--- config.mk ---
export PLATFORM = sky130hd
export DESIGN_NAME = fetch_unit
export DESIGN_NICKNAME = d
export VERILOG_FILES = /design/src/rtl/fetch_unit_pkg.sv /design/src/rtl/fetch_unit_fifo.sv /design/src/rtl/fetch_unit.sv
export SDC_FILE = /design/constraint.sdc
export NUM_CORES = 1
export LEC_CHECK = 0
export ABC_AREA = 1
export CAP_MARGIN = 20
export CORE_ASPECT_RATIO = 1.5
export CORE_MARGIN = 3
export CORE_UTILIZATION = 40
export DETAILED_ROUTE_END_ITERATION = 7
export GPL_TIMING_DRIVEN = 0
export SLEW_MARGIN = 10
export SYNTH_ARGS = -nofsm -noshare
export SYNTH_HDL_FRONTEND = slang
export SYNTH_SLANG_ARGS = --single-unit
--- constraint.sdc ---
create_clock -name clk -period 4.2 [get_ports clk]
set_input_delay 0.63 -clock clk [delete_from_list [all_inputs] [get_ports clk]]
set_output_delay 0.63 -clock clk [all_outputs]
set_load 0.01 [all_outputs]
--- src/rtl/fetch_unit_pkg.sv ---
// -----------------------------------------------------------------------------
// fetch_unit_pkg
//   Shared pipeline-buffer package: stage-register typedefs plus the fetch
//   stage's buffer entry, FSM state type and default geometry.
//
//   Contents:
//     FETCH_PC_W / FETCH_INS_W / FETCH_FIFO_DEPTH  default fetch geometry
//     FETCH_RESET_PC                               fetch address after reset
//     fetch_state_t                                RUN / DRAIN fetch FSM states
//     fetch_entry_t                                {pc, instr} buffer entry
//     if_id_reg_t                                  IF/ID stage register image
// -----------------------------------------------------------------------------
package fetch_unit_pkg;

    localparam int FETCH_PC_W       = 9;
    localparam int FETCH_INS_W      = 32;
    localparam int FETCH_FIFO_DEPTH = 4;

    localparam logic [FETCH_PC_W-1:0] FETCH_RESET_PC = '0;

    // RUN: responses are kept. DRAIN: responses to requests issued before the
    // last redirect are still in flight and must be thrown away.
    typedef enum logic [0:0] {
        FETCH_RUN   = 1'b0,
        FETCH_DRAIN = 1'b1
    } fetch_state_t;

    // One buffered instruction together with the PC it was fetched from.
    typedef struct packed {
        logic [FETCH_PC_W-1:0]  pc;
        logic [FETCH_INS_W-1:0] instr;
    } fetch_entry_t;

    // Image of the IF/ID pipeline register fed by the fetch stage.
    typedef struct packed {
        logic                   valid;
        logic [FETCH_PC_W-1:0]  pc;
        logic [FETCH_INS_W-1:0] instr;
    } if_id_reg_t;

endpackage

--- src/rtl/fetch_unit_fifo.sv ---
// -----------------------------------------------------------------------------
// fetch_fifo
//   Synchronous FIFO with a flush input, parameterised by depth and element
//   type. Storage is registered: an element pushed in cycle t is visible at the
//   head no earlier than cycle t+1 (no write-through bypass).
//
//   Ports:
//     clk        clock
//     reset      synchronous active-high reset, empties the FIFO
//     flush      synchronous flush, empties the FIFO
//     push       write push_data (ignored when full unless popping too)
//     push_data  element to write
//     pop        remove the head element (ignored when empty)
//     head       current head element (undefined contents when empty)
//     count      number of stored elements, 0..DEPTH
// -----------------------------------------------------------------------------
module fetch_fifo #(
    parameter int  DEPTH = 4,
    parameter type T     = logic [31:0]
) (
    input  logic                   clk,
    input  logic                   reset,
    input  logic                   flush,
    input  logic                   push,
    input  T                       push_data,
    input  logic                   pop,
    output T                       head,
    output logic [$clog2(DEPTH):0] count
);

    localparam int AW = $clog2(DEPTH);

    T               mem [DEPTH];
    logic [AW-1:0]  rd_ptr;
    logic [AW-1:0]  wr_ptr;
    logic           empty;
    logic           full;
    logic           do_push;
    logic           do_pop;

    assign empty   = (count == '0);
    assign full    = (count == (AW+1)'(DEPTH));
    assign do_pop  = pop && !empty;
    // A pop in the same cycle frees a slot, so push-while-full is accepted.
    assign do_push = push && (!full || do_pop);

    assign head = mem[rd_ptr];

    // Pointer and occupancy bookkeeping; DEPTH is a power of two so the
    // pointers wrap naturally.
    always_ff @(posedge clk) begin
        if (reset || flush) begin
            rd_ptr <= '0;
            wr_ptr <= '0;
            count  <= '0;
        end else begin
            if (do_push) begin
                wr_ptr <= wr_ptr + AW'(1);
            end
            if (do_pop) begin
                rd_ptr <= rd_ptr + AW'(1);
            end
            count <= count + (AW+1)'(do_push) - (AW+1)'(do_pop);
        end
    end

    // Element storage needs no reset: nothing is read before it is written.
    always_ff @(posedge clk) begin
        if (do_push) begin
            mem[wr_ptr] <= push_data;
        end
    end

endmodule

--- src/rtl/fetch_unit.sv ---
// -----------------------------------------------------------------------------
// fetch_unit
//   Instruction fetch stage in front of the IF/ID register. Issues in-order
//   word fetches to instruction memory, buffers the returned instructions with
//   their PCs, and hands them to decode under valid/ready. Branch redirects
//   flush the buffer and discard responses still in flight for the old path.
//
//   Ports:
//     clk          clock
//     reset        synchronous active-high reset
//     redirect     branch taken / flush from EX
//     redirect_pc  redirect target, bits [1:0] ignored
//     if_ready     decode accepts the presented instruction
//     if_valid     if_pc / if_instr are valid
//     if_pc        PC of presented instruction (0 when not valid)
//     if_instr     presented instruction (0 when not valid)
//     imem_req     fetch request
//     imem_addr    word-aligned fetch address
//     imem_ready   memory accepts the request this cycle
//     imem_rvalid  response valid, responses in request order
//     imem_rdata   response instruction
// -----------------------------------------------------------------------------
module fetch_unit
    import fetch_unit_pkg::*;
#(
    parameter int              PC_W       = FETCH_PC_W,
    parameter int              INS_W      = FETCH_INS_W,
    parameter int              FIFO_DEPTH = FETCH_FIFO_DEPTH,
    parameter logic [PC_W-1:0] RESET_PC   = FETCH_RESET_PC
) (
    input  logic             clk,
    input  logic             reset,
    input  logic             redirect,
    input  logic [PC_W-1:0]  redirect_pc,
    input  logic             if_ready,
    output logic             if_valid,
    output logic [PC_W-1:0]  if_pc,
    output logic [INS_W-1:0] if_instr,
    output logic             imem_req,
    output logic [PC_W-1:0]  imem_addr,
    input  logic             imem_ready,
    input  logic             imem_rvalid,
    input  logic [INS_W-1:0] imem_rdata
);

    localparam int CNT_W = $clog2(FIFO_DEPTH) + 1;

    fetch_state_t     state;
    fetch_state_t     state_next;
    logic [PC_W-1:0]  fetch_pc;
    logic [PC_W-1:0]  fetch_pc_next;
    logic [CNT_W-1:0] outstanding;
    logic [CNT_W-1:0] outstanding_next;
    logic [CNT_W-1:0] drop_cnt;
    logic [CNT_W-1:0] drop_cnt_next;

    logic [CNT_W-1:0] buf_count;
    logic [CNT_W-1:0] tag_count;
    fetch_entry_t     buf_head;
    fetch_entry_t     buf_push_data;
    logic [PC_W-1:0]  tag_head;

    logic             credit_ok;
    logic             accept;
    logic             rsp;
    logic             keep_rsp;
    logic             pop_out;

    // Credit: an issued request always has a reserved buffer slot, so the
    // memory never needs back-pressure on responses.
    assign credit_ok = ({1'b0, outstanding} + {1'b0, buf_count}) < (CNT_W+1)'(FIFO_DEPTH);

    assign imem_req  = !reset && !redirect && credit_ok;
    assign imem_addr = reset ? RESET_PC : fetch_pc;
    assign accept    = imem_req && imem_ready;

    // Responses only count while something is actually outstanding.
    assign rsp      = imem_rvalid && !reset && (outstanding != '0);
    assign keep_rsp = rsp && !redirect && (state == FETCH_RUN) && (tag_count != '0);

    assign if_valid = !reset && (buf_count != '0) && !redirect;
    assign if_pc    = if_valid ? buf_head.pc    : '0;
    assign if_instr = if_valid ? buf_head.instr : '0;
    assign pop_out  = if_valid && if_ready;

    assign buf_push_data.pc    = tag_head;
    assign buf_push_data.instr = imem_rdata;

    // Output buffer: instructions ready for decode.
    fetch_fifo #(
        .DEPTH (FIFO_DEPTH),
        .T     (fetch_entry_t)
    ) u_out_buf (
        .clk       (clk),
        .reset     (reset),
        .flush     (redirect),
        .push      (keep_rsp),
        .push_data (buf_push_data),
        .pop       (pop_out),
        .head      (buf_head),
        .count     (buf_count)
    );

    // Tag queue: PCs of kept requests still in flight, in issue order. It is
    // flushed on redirect, so dropped responses never consume a tag.
    fetch_fifo #(
        .DEPTH (FIFO_DEPTH),
        .T     (logic [PC_W-1:0])
    ) u_tag_q (
        .clk       (clk),
        .reset     (reset),
        .flush     (redirect),
        .push      (accept),
        .push_data (fetch_pc),
        .pop       (keep_rsp),
        .head      (tag_head),
        .count     (tag_count)
    );

    // Next-state logic. Redirect wins over everything: it retargets the PC and
    // turns every request still in flight (after this cycle's response, which
    // is itself discarded) into a response to be dropped.
    always_comb begin
        state_next       = state;
        fetch_pc_next    = fetch_pc;
        outstanding_next = outstanding;
        drop_cnt_next    = drop_cnt;

        if (redirect) begin
            fetch_pc_next    = redirect_pc & ~PC_W'(3);
            outstanding_next = outstanding - CNT_W'(rsp);
            drop_cnt_next    = outstanding - CNT_W'(rsp);
            state_next       = (drop_cnt_next != '0) ? FETCH_DRAIN : FETCH_RUN;
        end else begin
            if (accept) begin
                fetch_pc_next = fetch_pc + PC_W'(4);
            end
            outstanding_next = outstanding + CNT_W'(accept) - CNT_W'(rsp);
            if ((state == FETCH_DRAIN) && rsp) begin
                drop_cnt_next = drop_cnt - CNT_W'(1);
                if (drop_cnt_next == '0) begin
                    state_next = FETCH_RUN;
                end
            end
        end
    end

    // State register for the FSM, PC and counters.
    always_ff @(posedge clk) begin
        if (reset) begin
            state       <= FETCH_RUN;
            fetch_pc    <= RESET_PC;
            outstanding <= '0;
            drop_cnt    <= '0;
        end else begin
            state       <= state_next;
            fetch_pc    <= fetch_pc_next;
            outstanding <= outstanding_next;
            drop_cnt    <= drop_cnt_next;
        end
    end

endmodule
==> summary.txt, run 1 <==
Worst setup path
  – FF-to-FF Start: u_out_buf.count[1]
  – Worst path cell trace: clkdlybuf4s50_1 > nor2_4 > nand2_1 > clkbuf_1 > a21oi_1 > clkdlybuf4s50_1
  – CP max-delay cell: clkdlybuf4s50_1
  – Worst path arrival time: between 2000 and 3000 ps
  – Reg2reg path depth: 13
  – Most common cell on crit path: clkdlybuf4s50_1
  – Worst-path maximum fanout: 10
  – Worst Setup SP: reset
  – CP Launch Type: primary input
  – Worst path max stage delay: 590 ps
  – Critical path data required time: 3570 ps
  – Crit Path Class: in -> out
  – Worst Setup End Kind: primary output

Floorplan
  – Die Y: 189.8 um
  – Initial core utilization: 0.4118
  – DIE AREA: 24400 um^2
  – I/O Pins: 99
  – Core footprint: between 20000 and 25000 um^2
  – FP Rows: 66
  – Die X: 128.6 um

Detailed routing
  – DRC viols: 0
  – Antenna viol nets, final: 0
  – Vias: ~6000
  – Via-to-Cell Ratio: a little under 5
  – DR pass1 iterations: 4
  – 1st-iter DRT viols: between 200 and 300
  – DR WL/cell: 15.72 um
  – WL final: 19200 um

Clock network
  – Post-CTS Resized: 0
  – Maximum root-to-sink buffer count: 3
  – CTS tree: yes
  – Total CTS buffers: 22
  – Hold-fix buffers, CTS: 0
  – Post-CTS Setup Bufs: 0
  – Htree depth: 1
  – Clock transition at path regs: 60 ps
  – # clock sinks: around 220
  – Clock Latency Late Sink: about 490 ps
  – Root Driver: clkbuf_16

Min path
  – Hold path depth: 3
  – Hold Crit Class: in -> reg
  – Worst hold start: redirect

Synth
  – Synth area leader: edfxtp_1
  – Post-Syn Instances: 816
  – Post-synth EDFFs: 184
  – Async SR Flop Fraction: 0
  – Ranking of synthesized cells by area: edfxtp_1, nor2_1, dfxtp_1
  – Post-synth top area share: 0.6132
  – Post-Syn Area: 9011 um^2
  – Syn. warnings: 0
  – Post-synth cell types: 35
  – Flops & latches, synth: 216
  – Syn Area/Cell: 11.04 um^2
  – Synth Flop Type: edfxtp_1
  – Post-synthesis sequential area ratio: 0.6843

STA
  – Max Slew Vio Count: 0
  – Hold WS: 435.4 ps
  – Period utilization: 0.8026
  – Setup Skew: 7.858 ps
  – RSZ-0062 raised after global routing: false
  – Finish-stage setup viols: 0
  – Final hold vios: 0
  – Max_slew headroom: 0.5376
  – TNS Setup: 0 ps
  – Min Tclk post-route: 3371 ps
  – Fmax achieved: 296.6 MHz
  – Worst-margin pin slew: 692.0 ps

Global routing
  – Gr ovfl total: 0
  – Vias in the first global route: 6116
  – Largest net degree at the start of global routing: 26
  – Initial antenna violation count: 1
  – First-pass GRT wire length: 30930 um
  – GRT Total Usage: 0.1599

Layout
  – Area occupied by multi-input gates: between 2000 and 2500 um^2
  – Fin cells: between 1000 and 1500
  – Filler cells: 1977
  – Layout cell share with drive strength beyond 1: 0.06842
  – Sequential cell area: a little over 6000 um^2
  – Layout Area Growth over Synthesis: 22.63%
  – Antenna diodes: 0
  – Final nets: 1009

Power
  – Total power divided by cell area: 396.8 nW/um^2
  – Worst VDD drop: ~220 uV
  – Static Leak: 3.918 nW

Placed design
  – Buffers on Ports: 91
  – GP Congestion: 0.7601
  – DP HPWL: ~13000 um
  – Placed insts: 1186

Job
  – Max_cap viols: 0

Outcome
  – Outcome: complete, no violations
[power breakdown]
group	internal, W	leakage, nW	total, W	switching (W)
logic	0.0000953	1.68	0.000204	0.000108
clock network	0.00106	0.321	0.00181	0.000755
registers	0.00235	1.92	0.00237	0.0000226
[metrics by stage]
| stage | setup slack [ps] | instance area, um^2 | utilization | power (W) |
|---|---|---|---|---|
| final | 829.0 | 11050 | 0.5050 | 0.004385 |
| after global routing | 646.3 | 11050 | 0.5050 | 0.004543 |
| after CTS | 774.5 | 11050 | 0.5050 | 0.004423 |
| after detailed placement | 779.9 | 10390 | 0.4748 | 0.002622 |
| after global placement | -1177 | 10270 | 0.4695 | 0.002617 |
| after floorplan | 815.9 | 9022 | - | 0.002525 |
[final cells by class]
cell class              count  area share
flip-flops and latches    216      0.5580
multi-input cells         502      0.2238
repair buffers             95     0.09035
clock buffers              28     0.05378
well taps                 272     0.03080
inverters                  61     0.02083
plain buffers              40     0.01653
clock inverters             8    0.005888
[logic make-up (layout without fill, tap and decap cells)]
group           count (synthesis)  after routing  share of synthesized area
simple gates                  303            303                     0.1341
xor+xnor                        5              5                   0.004861
fa+ha+maj                      24             24                    0.03582
other cells                     1              4                  0.0004162
flops                         216            216                     0.6843
compound gates                166            166                    0.09470
buf+inv                       101            232                    0.04582
[flip-flops by register name, summed over array words and instances (netlist names), named ones only]
register,cells
u_out_buf.mem,156
u_tag_q.mem,28
fetch_pc,7
drop_cnt,3
outstanding,3
u_out_buf.count,3
u_tag_q.count,3
u_out_buf.rd_ptr,2
u_out_buf.wr_ptr,2
u_tag_q.rd_ptr,2
u_tag_q.wr_ptr,2
state,1
[cell usage in the layout, fill, tap and decap left out, types with 7 or more instances in the layout]
cell type / netlist / layout
nor2_1: 220 / 216
edfxtp_1: 184 / 184
o21ai_0: 99 / 99
clkdlybuf4s50_1: 0 / 91
inv_1: 54 / 54
nand2_1: 51 / 51
a21oi_1: 48 / 48
dfxtp_1: 32 / 32
clkbuf_1: 26 / 31
clkbuf_16: 0 / 23
ha_1: 21 / 21
nand3_1: 19 / 19
o21ai_1: 9 / 9
o22ai_1: 7 / 7
buf_2: 7 / 7
[synthesized netlist by cell type, types with 4 or more instances]
cell and instances:
nand2_1 51, o21ai_0 99, dfxtp_1 32, buf_2 7, nand3_1 19, nor2_1 220, o22ai_1 7, inv_2 6
clkbuf_1 26, inv_1 54, buf_4 4, ha_1 21, edfxtp_1 184, a21oi_1 48, o21ai_1 9
[worst max-delay path, delay by kind of cell]
family | cells | cell delay [ps]
buffers and inverters | 3 | 1420
and+or+nand+nor | 2 | 380
AOI/OAI and AO/OA | 1 | 310
[metal layers]
| metal | routed length (um) | share of wire | global-route usage | vias to the layer above |
|---|---|---|---|---|
| li1 | - | - | - | 3018 |
| met3 | 875 | 0.046 | 0.02528 | 25 |
| met4 | 260 | 0.014 | 0.03638 | 2 |
| met5 | 13 | 0.00068 | 0 | - |
| met1 | 7942 | 0.41 | 0.1880 | 2821 |
| met2 | 10110 | 0.53 | 0.3023 | 131 |
[path summary, 6_finish.rpt]
check / to / slack [ps]
max reg2reg: outstanding[2] / 1460
max: if_pc[8] / 830
min reg2reg: u_tag_q.count[2] / 500
min: outstanding[0] / 440
Note: power is estimated with default switching activity, not from simulation.
==> run 2, diff against run 1 <==
Clock period 4.2 ns to 2.9 ns, I/O delays scaled along.
==> run 2 against run 1 <==
Non-clock buffer count is the same; die area unchanged; worst hold slack worse by 190 ps; via count rose by 0.20%; critical endpoint is now if_instr[30]; largest cell class unchanged.
==> summary.txt, run 2 (synthesis gave the netlist of run 1 again) <==
STA
  – Finish-stage setup viols: 0 (unchanged)
  – Min Tclk post-route: 2774 ps
  – Worst-margin pin slew: 701.6 ps (+9.595 ps)
  – Final Worst Setup Slack: 125.6 ps (-703.4 ps)
  – Period utilization: 0.9567
  – Fmax achieved: 360.4 MHz
  – Max_slew headroom: 0.5306 (-0.007030)
  – Final hold vios: 0 (unchanged)
  – Setup Skew: 7.881 ps (+0.02254 ps)
  – Max Slew Vio Count: 0 (unchanged)

Worst setup path
  – CP max-delay cell: clkdlybuf4s50_1
  – Most common cell on crit path: clkbuf_4
  – Worst-path maximum fanout: 10 (unchanged)
  – Worst path arrival time: 2340 ps (-400 ps)
  – Crit Path Class: reg -> out
  – CP Launch Type: flip-flop
  – Critical path data required time: 2470 ps (-1100 ps)
  – Worst path max stage delay: 560 ps (-30 ps)
  – FF-to-FF Start: outstanding[1]
  – Worst path cell trace: clkbuf_4 > inv_2 > buf_4 > clkbuf_4 > o21ai_0 > a21oi_1 > clkdlybuf4s50_1
  – Worst Setup End Kind: primary output

Placed design
  – DP HPWL: 12770 um (unchanged)
  – Dpl ws: -255.0 ps (-1035 ps)
  – Cell Area, Placed: 10390 um^2 (unchanged)
  – Buffers on Ports: 91 (unchanged)
  – GP Congestion: 0.7601 (unchanged)

Detailed routing
  – Vias: 6009 (+0.20%)
  – DR WL/cell: 15.79 um (+0.46%)
  – 1st-iter DRT viols: 307 (+12%)
  – WL final: 19290 um (+0.46%)
  – DR pass1 iterations: 4 (unchanged)
  – Antenna viol nets, final: 0 (unchanged)
  – DRC viols: 0 (unchanged)
  – Via-to-Cell Ratio: 4.917 (+0.20%)

Layout
  – Max FFs per register: 156 (unchanged)
  – Antenna diodes: 0 (unchanged)
  – Design Area, Final: 11130 um^2 (+0.76%)
  – Leading cell types in the layout, fill and taps excluded: nor2_1, edfxtp_1, o21ai_0, clkdlybuf4s50_1, inv_1
  – Final nets: 1009 (unchanged)
  – Largest Register: u_out_buf.mem
  – Largest registers: u_out_buf.mem: 156 flops, u_tag_q.mem: 28 flops, fetch_pc: 7 flops
  – Layout cell share with drive strength beyond 1: 0.09474 (+0.02632)
  – Most common cell after layout, fill and taps aside: nor2_1
  – Layout Area Growth over Synthesis: 23.56%

Global routing
  – GRT Total Usage: 0.1602 (+0.0003558)
  – Vias in the first global route: 6112 (-0.065%)
  – Largest net degree at the start of global routing: 26 (unchanged)
  – First-pass GRT wire length: 30970 um (+0.16%)
  – Initial antenna violation count: 1 (unchanged)
  – Gr ovfl total: 0 (unchanged)

Job
  – Max_cap viols: 0 (unchanged)

Clock network
  – Htree depth: 1 (unchanged)
  – Root Driver: clkbuf_16
  – Post-CTS Setup Bufs: 0 (unchanged)
  – CTS tree: yes
  – Clock Latency Late Sink: 490 ps (about the same)
  – Total CTS buffers: 22 (unchanged)
  – Maximum root-to-sink buffer count: 3 (unchanged)
  – Clock transition at path regs: 60 ps (about the same)
  – # clock sinks: 216 (unchanged)

Outcome
  – Outcome: complete, no violations

Floorplan
  – I/O Pins: 99 (unchanged)
  – Die Y: 189.8 um (unchanged)
  – FP Rows: 66 (unchanged)
  – Initial core utilization: 0.4118 (unchanged)
  – Die X: 128.6 um (unchanged)
  – Core footprint: 21880 um^2 (unchanged)
  – DIE AREA: 24400 um^2 (unchanged)

Min path
  – Hold Crit Class: in -> reg
  – Worst hold start: redirect

Power
  – Total power divided by cell area: 570.6 nW/um^2 (+44%)
  – Static Leak: 4.046 nW (+3.3%)
  – Worst VDD drop: 314.9 uV (+45%)
==> run 2: critical path: cells and delay by family, from the launching register on <==
kind,cells,cell delay [ps]
AOI/OAI and AO/OA,2,270
buffers and inverters,5,1270
DFF,1,310
==> run 2: worst paths after layout <==
path,endpoint,slack (ps),cells after the start
max,if_instr[30],130,7
min,outstanding[0],240,3
max reg2reg,outstanding[2],220,13
min reg2reg,u_tag_q.count[2],500,2
==> run 2: metrics by stage <==
stage / hold WS, ps / power (W) / setup TNS [ps] / utilization / std cells
3_3_place_gp: 481.0 / 0.003790 / -348310 / 0.4695 / 1182
3_5_place_dp: 492.6 / 0.003797 / -8323 / 0.4748 / 1186
6_report: 241.3 / 0.006353 / 0 / 0.5088 / 1222
5_1_grt: 269.8 / 0.006582 / -11.59 / 0.5088 / 1222
2_1_floorplan: 465.3 / 0.003657 / -45090 / - / 819
4_1_cts: 228.6 / 0.006406 / 0 / 0.5071 / 1222
==> run 2: repair_timing <==
| item | CTS | global route |
|---|---|---|
| resized for setup | 26 | 24 |
| pin swaps | 0 | 0 |
| endpoints found under the setup margin | 39 | 29 |
| hold buffers | 0 | 0 |
==> run 2: area by class of cell <==
class	count	area, um^2
plain buffers	40	237.7
clock buffers	28	594.3
clock inverters	8	65.06
fillers	1981	10750
inverters	61	230.2
multi-input cells	502	2487
flip-flops and latches	216	6171
well taps	272	340.3
repair buffers	95	1008
==> run 2: where the power goes <==
part / internal [W] / total (W) / switching, W
registers: 0.00340 / 0.00343 / 0.0000328
logic: 0.000138 / 0.000295 / 0.000157
clock network: 0.00153 / 0.00262 / 0.00110
==> run 2: metal layers <==
layer | global-route usage | wire, um | up-vias
li1 | - | - | 3011
met4 | 0.03557 | 214 | 2
met2 | 0.3029 | 10360 | 133
met5 | 0 | 13 | -
met1 | 0.1889 | 7855 | 2844
met3 | 0.02528 | 852 | 19
==> run 3, diff against run 2 <==
Settings changed: SYNTH_HIERARCHICAL from default to 1, TNS_END_PERCENT from default to 5.
==> run 3 against run 2 <==
Sequential share of layout area fell by 0.66 points; highest routed layer unchanged; combinational power barely moved; final area rose by 9.1%; sequential power rose by 7.6%; core utilization fell by 0.098 points; critical path type unchanged.
==> summary.txt, run 3 <==
Layout
  – Layout Area Growth over Synthesis: 23.49% (about the same)
  – Final nets: 1075 (+6.5%)
  – Max FFs per register: 164 (+5.1%)
  – Largest Register: u_out_buf/mem
  – Antenna diodes: 0 (unchanged)
  – Layout cell share with drive strength beyond 1: 0.1107 (+0.01594)
  – Sequential cell area: 6650 um^2 (+7.8%)
  – Leading cell types in the layout, fill and taps excluded: edfxtp_1, nor2_1, inv_1, clkdlybuf4s50_1, o21ai_0
  – Area occupied by multi-input gates: 2619 um^2 (+5.3%)
  – Filler cells: 2151 (+8.6%)
  – Most common cell after layout, fill and taps aside: edfxtp_1
  – Largest registers: u_out_buf/mem: 164 flops, u_tag_q/mem: 36 flops, fetch_pc: 7 flops

Clock network
  – Clock transition at path regs: 60 ps (about the same)
  – # clock sinks: 232 (+7.4%)
  – Root Driver: clkbuf_16
  – CTS tree: yes
  – Clock Latency Late Sink: 510 ps (+20 ps)
  – Total CTS buffers: 23 (+4.5%)
  – Maximum root-to-sink buffer count: 3 (unchanged)
  – Htree depth: 1 (unchanged)

Floorplan
  – Core footprint: 23910 um^2 (+9.3%)
  – Die Y: 198.0 um (+4.3%)
  – FP Rows: 69 (+4.5%)
  – Initial core utilization: 0.4112 (-0.0005397)
  – I/O Pins: 99 (unchanged)
  – Die X: 134.0 um (+4.3%)
  – DIE AREA: 26540 um^2 (+8.8%)

Detailed routing
  – WL final: 20850 um (+8.1%)
  – Antenna viol nets, final: 0 (unchanged)
  – DR pass1 iterations: 5 (+1)
  – 1st-iter DRT viols: 455 (+48%)
  – Vias: 6498 (+8.1%)
  – DRC viols: 0 (unchanged)
  – Via-to-Cell Ratio: 4.849 (-1.4%)
  – DR WL/cell: 15.56 um (-1.5%)

STA
  – Setup Skew: 10.03 ps (+2.151 ps)
  – Max Slew Vio Count: 0 (unchanged)
  – TNS Setup: 0 ps (unchanged)
  – Min Tclk post-route: 2774 ps (-0.7770 ps)
  – Finish-stage setup viols: 0 (unchanged)
  – Period utilization: 0.9564 (about the same)
  – Fmax achieved: 360.5 MHz (about the same)
  – Final hold vios: 0 (unchanged)
  – Worst-margin pin slew: 829.6 ps (+128.0 ps)
  – RSZ-0062 raised after global routing: true
  – Max_slew headroom: 0.4449 (-0.08567)

Synth
  – Most frequent cells after synthesis: edfxtp_1, nor2_1, inv_1, o21ai_0, nand2_1
  – Post-synth top area share: 0.6107 (-0.002476)
  – Post-Syn Area: 9834 um^2 (+9.1%)
  – Synth area leader: edfxtp_1
  – Ranking of synthesized cells by area: edfxtp_1, nor2_1, dfxtp_1
  – Post-synthesis sequential area ratio: 0.6758 (-0.008427)
  – Async SR Flop Fraction: 0 (unchanged)
  – Post-synth cell types: 37 (+5.7%)
  – Most frequent cell after synthesis: edfxtp_1
  – Post-synth EDFFs: 200 (+8.7%)
  – Syn. warnings: 6 (+6)
  – Syn Area/Cell: 11.33 um^2 (+2.6%)
  – Post-Syn Instances: 868 (+6.4%)
  – Flops & latches, synth: 232 (+7.4%)
  – Synth Flop Type: edfxtp_1

Global routing
  – Initial antenna violation count: 1 (unchanged)
  – Largest net degree at the start of global routing: 26 (unchanged)
  – First-pass GRT wire length: 33040 um (+6.7%)
  – GRT Total Usage: 0.1574 (-0.002862)
  – Vias in the first global route: 6564 (+7.4%)
  – Gr ovfl total: 0 (unchanged)

Placed design
  – DP HPWL: 13810 um (+8.1%)
  – Buffers on Ports: 94 (+3.3%)
  – GP Congestion: 0.8021 (+5.5%)

Worst setup path
  – Crit Path Class: reg -> out
  – Reg2reg path depth: 13 (unchanged)
  – FF-to-FF Start: outstanding[2]
  – Critical path data required time: 2470 ps (about the same)
  – Worst-path maximum fanout: 10 (unchanged)
  – Worst Setup End Kind: primary output
  – RR Endpoint: outstanding[2]
  – CP Launch Type: flip-flop
  – Flop-to-flop setup slack: 240 ps (+20 ps)
  – Worst path arrival time: 2340 ps (about the same)

Min path
  – Hold Path End: fetch_pc[2]
  – Worst hold start: redirect
  – Hold Crit Class: in -> reg
  – Hold path depth: 5 (+2)

Outcome
  – Outcome: complete, no violations

Power
  – Static Leak: 4.468 nW (+10%)
  – Worst VDD drop: 447.3 uV (+42%)
  – Total power: 0.006755 W (+6.3%)
  – Total power divided by cell area: 556.2 nW/um^2 (-2.5%)

Job
  – Max_cap viols: 0 (unchanged)
## run 3: how the worst max path moves through the flow
stage | slack (ps) | to
2_1_floorplan | 90 | u_out_buf/count[1]
3_3_place_gp | -1320 | u_out_buf/mem[3][9]
3_5_place_dp | -990 | u_out_buf/count[1]
4_1_cts | 60 | u_out_buf/count[1]
5_1_grt | -30 | u_tag_q/count[2]
6_report | 130 | if_instr[31]
## run 3: stage by stage
step	std cells	utilization	instance area, um^2	setup slack, ps	hold WS, ps
2_1_floorplan	877	-	9905	88.48	462.3
3_3_place_gp	1290	0.4702	11240	-1319	480.2
3_5_place_dp	1296	0.4765	11390	-985.5	480.4
4_1_cts	1340	0.5074	12130	64.32	503.9
5_1_grt	1340	0.5078	12140	-30.21	479.8
6_report	1340	0.5078	12140	126.4	453.7
## run 3: layout make-up
| type | count | share of cell area |
|---|---|---|
| Buffer | 38 | 0.02174 |
| Clock buffer | 28 | 0.04976 |
| Clock inverter | 14 | 0.008345 |
| Inverter | 104 | 0.03276 |
| Multi-Input combinational cell | 503 | 0.2156 |
| Sequential cell | 232 | 0.5476 |
| Tap cell | 319 | 0.03287 |
| Timing Repair Buffer | 102 | 0.09128 |
## run 3: power by group
part,total [W],internal (W),switching [W]
clock,0.00277,0.00158,0.00119
sequential,0.00369,0.00365,0.0000344
combinational,0.000294,0.000139,0.000155
## run 3: logic make-up (layout without fill, tap and decap cells)
family,after synthesis,after routing,synth area share
AOI/OAI and AO/OA,177,177,0.09911
xor gates and xnor gates,5,5,0.004454
adders and majority gates,24,24,0.03282
buffers and inverters,142,286,0.06705
DFF,232,232,0.6758
other,1,10,0.0003813
and+or+nand+nor,287,287,0.1204
## run 3: layer usage
layer	vias up	track usage	routed length, um	part of all wire
met3	27	0.02389	958	0.046
met2	135	0.3042	10990	0.53
met4	2	0.04189	393	0.019
li1	3244	-	-	-
met1	3090	0.1796	8493	0.41
met5	-	0	12	0.00058
## run 3: timing repair
| item | 4_1_cts | 5_1_grt |
|---|---|---|
| setup buffers | 2 | 0 |
| endpoints found under the setup margin | 210 | 69 |
| pin swaps | 2 | 0 |
| hold buffers | 0 | 0 |
| gates resized for setup | 2 | 6 |
## run 3: critical path: stages (launching register included)
cell and delay [ps]:
dfxtp_1 440, buf_2 300, o21ai_1 110, o22ai_1 170
inv_1 60, nor2_1 190, clkdlybuf4s50_1 580
